File: src/rtl/uart_pkg.sv
// uart_pkg: shared UART constants and receiver state encoding
package uart_pkg;
  localparam int CLKS_PER_BIT_DEF = 16;
  typedef enum logic [2:0] {
    IDLE  = 3'd0,
    START = 3'd1,
    DATA  = 3'd2,
    STOP  = 3'd3,
    BREAK = 3'd4
  } rx_state_t;
endpackage

File: src/rtl/uart_sync2.sv
// uart_sync2: two-flop synchronizer with async reset to RST_VAL
//  clk, rst : clock, async active-high reset
//  d        : asynchronous input
//  q        : synchronized output
module uart_sync2 #(
  parameter logic RST_VAL = 1'b1
) (
  input  logic clk,
  input  logic rst,
  input  logic d,
  output logic q
);
  logic m;
  always_ff @(posedge clk or posedge rst)
    if (rst) {q, m} <= {RST_VAL, RST_VAL};
    else     {q, m} <= {m, d};
endmodule

File: src/rtl/uart_frame_rx.sv
// uart_frame_rx: 8N1 UART receiver with valid/ready holding register
//  clk, rst          : clock, async active-high reset
//  sin               : serial line, idle high, asynchronous
//  rx_data, rx_valid : held byte and its valid flag
//  rx_ready          : consumer accepts when rx_valid & rx_ready
//  frame_err         : 1-cycle pulse, stop bit sampled low
//  overrun           : 1-cycle pulse, good frame dropped because the holding register was full
//  busy              : receiver not idle
module uart_frame_rx
  import uart_pkg::*;
#(
  parameter int CLKS_PER_BIT = CLKS_PER_BIT_DEF,
  parameter int DATA_BITS    = 8
) (
  input  logic                 clk,
  input  logic                 rst,
  input  logic                 sin,
  output logic [DATA_BITS-1:0] rx_data,
  output logic                 rx_valid,
  input  logic                 rx_ready,
  output logic                 frame_err,
  output logic                 overrun,
  output logic                 busy
);
  localparam int CW = $clog2(CLKS_PER_BIT);
  localparam int BW = $clog2(DATA_BITS + 1);
  localparam logic [CW-1:0] HALF_M1 = CW'(CLKS_PER_BIT / 2 - 1);
  localparam logic [CW-1:0] FULL_M1 = CW'(CLKS_PER_BIT - 1);
  localparam logic [BW-1:0] LAST_BIT = BW'(DATA_BITS - 1);
  logic                 sin_s;
  rx_state_t            state, next;
  logic [CW-1:0]        cnt;
  logic [BW-1:0]        bits;
  logic [DATA_BITS-1:0] shreg;
  logic                 tick_half, tick_full, stop_done, good, accept, cnt_clr;
  uart_sync2 #(.RST_VAL(1'b1)) u_sync (
    .clk (clk),
    .rst (rst),
    .d   (sin),
    .q   (sin_s)
  );
  assign tick_half = cnt == HALF_M1;
  assign tick_full = cnt == FULL_M1;
  assign stop_done = state == STOP && tick_full;
  assign good      = stop_done && sin_s;
  assign accept    = rx_valid && rx_ready;
  assign busy      = state != IDLE;
  // START realigns the counter to mid-bit, so every later sample lands at bit centre
  assign cnt_clr   = state == IDLE || state == BREAK || (state == START && tick_half) || tick_full;
  always_comb begin
    next = state;
    case (state)
      IDLE:    next = sin_s ? IDLE : START;
      START:   next = !tick_half ? START : sin_s ? IDLE : DATA;
      DATA:    next = (tick_full && bits == LAST_BIT) ? STOP : DATA;
      STOP:    next = !tick_full ? STOP : sin_s ? IDLE : BREAK;
      BREAK:   next = sin_s ? IDLE : BREAK;
      default: next = IDLE;
    endcase
  end
  always_ff @(posedge clk or posedge rst)
    if (rst) begin
      state     <= IDLE;
      cnt       <= '0;
      bits      <= '0;
      shreg     <= '0;
      rx_data   <= '0;
      rx_valid  <= 1'b0;
      frame_err <= 1'b0;
      overrun   <= 1'b0;
    end else begin
      state     <= next;
      cnt       <= cnt_clr ? '0 : cnt + CW'(1);
      bits      <= state == IDLE ? '0 : (state == DATA && tick_full) ? bits + BW'(1) : bits;
      shreg     <= (state == DATA && tick_full) ? {sin_s, shreg[DATA_BITS-1:1]} : shreg;
      frame_err <= stop_done && !sin_s;
      overrun   <= good && rx_valid && !rx_ready;
      if (good && (!rx_valid || rx_ready)) begin
        rx_data  <= shreg;
        rx_valid <= 1'b1;
      end else if (accept) begin
        rx_valid <= 1'b0;
      end
    end
endmodule

File: config.mk
export PLATFORM = sky130hd
export DESIGN_NAME = uart_frame_rx
export DESIGN_NICKNAME = d
export VERILOG_FILES = /design/src/rtl/uart_pkg.sv /design/src/rtl/uart_sync2.sv /design/src/rtl/uart_frame_rx.sv
export SDC_FILE = /design/constraint.sdc
export NUM_CORES = 1
export LEC_CHECK = 0
export ABC_AREA = 0
export CAP_MARGIN = 0
export CORE_MARGIN = 4
export CORE_UTILIZATION = 36
export CTS_BUF_LIST = sky130_fd_sc_hd__clkbuf_4 sky130_fd_sc_hd__clkbuf_8
export CTS_CLUSTER_DIAMETER = 200
export DETAILED_ROUTE_END_ITERATION = 12
export PLACE_DENSITY = 0.54
export SLEW_MARGIN = 10
export SYNTH_ARGS = -nofsm -noshare
export SYNTH_HDL_FRONTEND = slang
export SYNTH_SLANG_ARGS = --single-unit
File: constraint.sdc
create_clock -name clk -period 1.9 [get_ports clk]
set_clock_uncertainty 0.15 [all_clocks]
set_input_delay 0.475 -clock clk [delete_from_list [all_inputs] [get_ports clk]]
set_output_delay 0.475 -clock clk [all_outputs]
set_load 0.01 [all_outputs]
==> results of run 1 <==
stage by stage:
step / setup slack [ps] / setup TNS [ps] / total power, µW / std cells
after CTS: 13.4 / 0 / 1970 / 186
after global routing: 4.80 / 0 / 2070 / 187
after floorplan: 155 / 0 / 1150 / 109
final: 92.3 / 0 / 1960 / 187
after global placement: -68.8 / -568 / 1260 / 176
after detailed placement: -96.1 / -737 / 1280 / 176
power breakdown:
part           internal, µW  leakage [µW]  switching, µW
Clock                   403     0.0000586            241
Combinational           249      0.000337            262
Sequential              751      0.000430           58.4
Total                  1400      0.000825            562
layout make-up:
cell class / instances / share of cell area, %
repair buffers: 27 / 14.0
inverters: 4 / 0.849
well taps: 48 / 3.40
clock inverters: 2 / 1.98
multi-input cells: 68 / 30.0
clock buffers: 6 / 4.32
flip-flops and latches: 32 / 45.4
worst min-delay path by stage:
| stage | from | end | depth (start not counted) |
|---|---|---|---|
| after floorplan | u_sync.m | u_sync.q | 0 |
| after global placement | u_sync.m | u_sync.q | 0 |
| after detailed placement | u_sync.m | u_sync.q | 0 |
| after CTS | u_sync.m | u_sync.q | 0 |
| after global routing | u_sync.m | u_sync.q | 0 |
| final | u_sync.m | u_sync.q | 0 |
logic make-up after synthesis:
logic type	Yosys count	share of synthesized area, %
simple gates	34	14.9
flops	32	58.6
mux	17	13.8
compound gates	13	6.11
buf+inv	9	3.56
xor+xnor	2	1.28
fa+ha+maj	2	1.82
timing repair:
item,4_1_cts,5_1_grt
buffers inserted,2,1
pin swaps,1,1
endpoints found under the setup margin,1,1
resized for setup,3,2
cells in the final DEF (no fill, tap or decap), drive strengths merged:
cell type	instances
mux2i	2
nor2	7
clkinv	1
buf	12
clkdlybuf4s50	14
inv	4
dfrtp	30
nand4	1
or3	1
nor2b	2
xnor2	1
xor2	1
o211ai	1
a31o	1
ha	2
and4	2
mux2	15
nand3	7
bufinv	1
and3	1
nor3	4
o21ai	4
a41oi	1
nand2b	1
nand3b	1
dfstp	2
nand2	5
nor3b	1
o21bai	2
o221ai	1
or3b	1
a21oi	3
clkbuf	7
registers in the layout (all words and copies together), names as in the netlist:
signal     cells
shreg          8
cnt            4
rx_data        8
u_sync.m       1
overrun        1
u_sync.q       1
state          3
rx_valid       1
bits           4
frame_err      1
per-layer routing:
metal	track usage [%]	vias up
met5	0	-
met4	9.57	0
met3	3.48	7
met2	16.2	18
met1	13.8	452
li1	-	439
==> flow_summary.ini, run 1 <==
[yosys]
synth-main-ff-cell = dfrtp_1
synthTopCellsByArea = dfrtp_1 55%, mux2_2 12%, dfstp_2 3.8%
syn_area_per_cell_um2 = 12.6
synthCells = 109
syn-num-nets = 115
synth_cell_type_count = 32
yosysSeqAreaShare_pct = 58.6
synthMostInstantiatedCell = dfrtp_1
yosys.area.top_type = dfrtp_1
async_reset_ff_share_pct = 100
synth_top_area_share_pct = 54.7
synth_area_um2 = 1370
ys_top_cells_by_count = 30 x dfrtp_1, 15 x mux2_2, 7 x nand3_1, 7 x nor2_1, 5 x nand2_1
synth_edf_count = 0
ys_ff_latch = 32
ys.warnings.count = 0

[timing]
rsz0062_at_grt = no
holdWs_ps = 206
setup_viol = 0
fin_crit_ps = 1810
slew_viol_final = 0
fin_crit_sh_pct = 95.1
maxSlewHeadroom_pct = 73.9
worstMarginPinSlew_ps = 392
hold_viol = 0
fmax_mhz = 553

[worst_hold_path]
hold_path.class = flop to flop

[place]
placed_area_um2 = 1630
io_buffers = 15
gp_congestion = 0.789
dp.final_hpwl_mm = 1.77

[floorplan]
die_area_um2 = 4860
die_w_um = 69.7
ioPinCount = 16
core-area_um2 = 3660
fp.dieH_um = 69.7
start_util_pct = 37.5
std_cell_rows = 22

[global_route]
grt_pass1_vias = 913
grt_usage_pct = 11.3
grt_start_max_net_pins = 33
antenna_found_initial = 0
grt-ovfl-total = 0
grt_pass1_wl_mm = 4.20

[setup_path]
path_class = flop to output port
cp.required_ps = 1270
start_kind = flop
ff2ff_setup_slack_ps = 120
max_stage_delay_ps = 540
endpoint = rx_data[0]
worstPathArrival_ps = 1180
critPathBufInv = 1
path_cells = clkdlybuf4s50_1
end_kind = output port
crit_fanout = 2
path_depth = 1
cpMaxStageDelayCell = clkdlybuf4s50_1
rr_startpoint = cnt[0]
crit_start = rx_data[0]
crit_family = buffers and inverters
r2r-end = shreg[4]
rr_worst_depth = 4

[pwr]
vdd_drop_max_mv = 0.581
leakagePower_uw = 0.000825
p_per_area_nw_per_um2 = 1110

[route]
topRoutingLayerUsed = met4
via_per_inst = 4.90
drtPass1Iterations = 4
wl_met3_um = 113
met1_length_mm = 1.14
drt_iter0_drc = 24
routed_wl_mm = 2.45
vias = 916
drc = 0
wl_per_cell_um = 13.1
dr_wl_met2_mm = 1.12
postRouteAntennaNets = 0

[cells_and_area]
areaGrowthSynthToFinish_pct = 28.9
final_core_util_pct = 48.3
drive_above_1_share_pct = 31.7
multi_input_area_um2 = 531
antenna_cells = 0
final_area_um2 = 1770
final-seq-area_um2 = 803
fillers = 332
fin_nets = 144

[clocking]
cts_tree = done
cts_buffers = 5
cts.sinks = 32
cts_root_buf = clkbuf_8
cts_buffer_depth = 2
cts_htree_levels = 2
clock_latency_ps = 280
hold_buffers = 0
path_clk_slew_ps = 60

[flow_run]
cap_violations = 0

[outcome]
status = completed
Power figures use the tool's default switching activity.
==> run 2, diff against run 1 <==
--- a/config.mk
+++ b/config.mk
@@ -14,3 +14,2 @@
 export DETAILED_ROUTE_END_ITERATION = 12
-export PLACE_DENSITY = 0.54
 export SLEW_MARGIN = 10
--- a/constraint.sdc
+++ b/constraint.sdc
@@ -4,2 +4,2 @@
 set_output_delay 0.475 -clock clk [all_outputs]
-set_load 0.01 [all_outputs]
+set_load 0.02 [all_outputs]
==> run 2 against run 1 <==
Effect of this change: combinational power shrank 13%; worst setup slack lost 58 ps; hold slack improved by 1.3 ps; critical path depth unchanged; register-to-register slack about the same; clock power hardly changed; fmax down 3.1%; sequential power is 1% higher; critical endpoint is now rx_data[1]; largest cell class unchanged.
==> flow_summary.ini, run 2 (same netlist as run 1, synthesis figures left out) <==
[pwr]
vdd_drop_max_mv = 0.544
leakagePower_uw = 0.000874
p_per_area_nw_per_um2 = 1070

[setup_path]
crit_fanout = 2
cpMaxStageDelayCell = clkdlybuf4s50_1
path_class = flop to output port
max_stage_delay_ps = 610
crit_family = buffers and inverters
start_kind = flop
rr_worst_depth = 5
cp.required_ps = 1270
path_depth = 1
critPathBufInv = 1
worstPathArrival_ps = 1240
path_cells = clkdlybuf4s50_1
end_kind = output port

[timing]
slew_viol_final = 0
worstMarginPinSlew_ps = 308
fmax_mhz = 536
setup_viol = 0
rsz0062_at_grt = no
fin_crit_ps = 1870
fin_crit_sh_pct = 98.2
holdWs_ps = 208
setup_tns_ps = 0
worst_slack_ps = 34.4
maxSlewHeadroom_pct = 79.4
hold_viol = 0

[global_route]
use_met3_pct = 2.90
use_met2_pct = 17.1
gr-max-usage-layer = met2
grt-ovfl-total = 0
grt_pass1_wl_mm = 4.33
antenna_found_initial = 0
grt_usage_pct = 11.2
use_met1_pct = 14.9
grt_pass1_vias = 911
grt_start_max_net_pins = 33

[clocking]
cts_root_buf = clkbuf_8
postCtsSetupRepairBufs = 0
path_clk_slew_ps = 70
cts.sinks = 32
cts_htree_levels = 2
cts_tree = done
cts_buffer_depth = 2
clock_latency_ps = 280
hold_buffers = 0
cts_buffers = 5

[place]
placed_area_um2 = 1650
gp_congestion = 0.868
dp.final_hpwl_mm = 1.76
io_buffers = 15
post-place-ws_ps = -130

[cells_and_area]
antenna_cells = 0
top_regs = rx_data: 8 flops, shreg: 8 flops
layout_commonest_cell = dfrtp_1
areaGrowthSynthToFinish_pct = 29.3
final_core_util_pct = 48.4
fin_nets = 141
layout_common_cells = 30 x dfrtp_1, 15 x mux2_2, 10 x clkdlybuf4s50_1
drive_above_1_share_pct = 30.9
final_area_um2 = 1770

[route]
drtPass1Iterations = 4
vias = 902
drc = 0
wl_per_cell_um = 13.2
via_per_inst = 4.90
routed_wl_mm = 2.42
postRouteAntennaNets = 0
drt_iter0_drc = 24

[worst_hold_path]
whs_path_depth = 0
hold_path.class = flop to flop

[floorplan]
start_util_pct = 37.5
die_area_um2 = 4860
die_w_um = 69.7
std_cell_rows = 22
core-area_um2 = 3660
fp.dieH_um = 69.7
ioPinCount = 16

[flow_run]
cap_violations = 0

[outcome]
status = completed
run 2: changes by cell type in the layout (fill, tap and decap cells not counted), sizes merged:
cell	before	now
buf	12	10
dlymetal6s2s	0	3
clkdlybuf4s50	14	10
clkinvlp	0	1
dlygate4sd2	0	1
clkbuf	7	5
run 2: path summary, 6_finish.rpt:
| kind | from | end | slack [ps] |
|---|---|---|---|
| min in group asynchronous | rst | overrun | 390 |
| max in group asynchronous | rst | u_sync.m | 980 |
| hold reg to reg | u_sync.m | u_sync.q | 210 |
| hold / removal | u_sync.m | u_sync.q | 210 |
| setup / recovery | rx_data[1] | rx_data[1] | 30 |
| setup reg to reg | cnt[0] | rx_data[2] | 130 |
run 2: metrics by stage:
step / total power, µW / std cells
2_1_floorplan: 1150 / 109
3_3_place_gp: 1250 / 176
3_5_place_dp: 1270 / 176
4_1_cts: 1910 / 184
5_1_grt: 2010 / 184
6_report: 1900 / 184
run 2: area by class of cell:
cell class,instances,area [µm²]
Fill cell,338,1890
Sequential cell,32,803
Multi-Input combinational cell,68,527
Timing Repair Buffer,24,256
Clock buffer,5,68.8
Tap cell,48,60.1
Clock inverter,3,42.5
Inverter,4,15.0
run 2: timing repair:
item | 4_1_cts | 5_1_grt
setup endpoints to repair | 2 | 10
resized for setup | 6 | 4
cloned | 0 | 0
pin swaps | 1 | 0
run 2: power breakdown:
group / switching (µW) / total [µW] / internal (µW)
Combinational: 238 / 443 / 205
Clock: 254 / 642 / 388
Sequential: 67.7 / 818 / 750
Total: 560 / 1900 / 1340
run 2: worst reg2reg max path: stages, from the launching register on:
cell	delay, ps
dfrtp_1	380
ha_2	240
nand4_2	160
nor3_4	250
buf_12	150
mux2_2	330
run 2: layer usage:
metal | part of all wire, % | vias up
met5 | 0 | -
met4 | 1.4 | 0
met3 | 4.8 | 6
met2 | 48 | 24
met1 | 45 | 438
li1 | - | 434
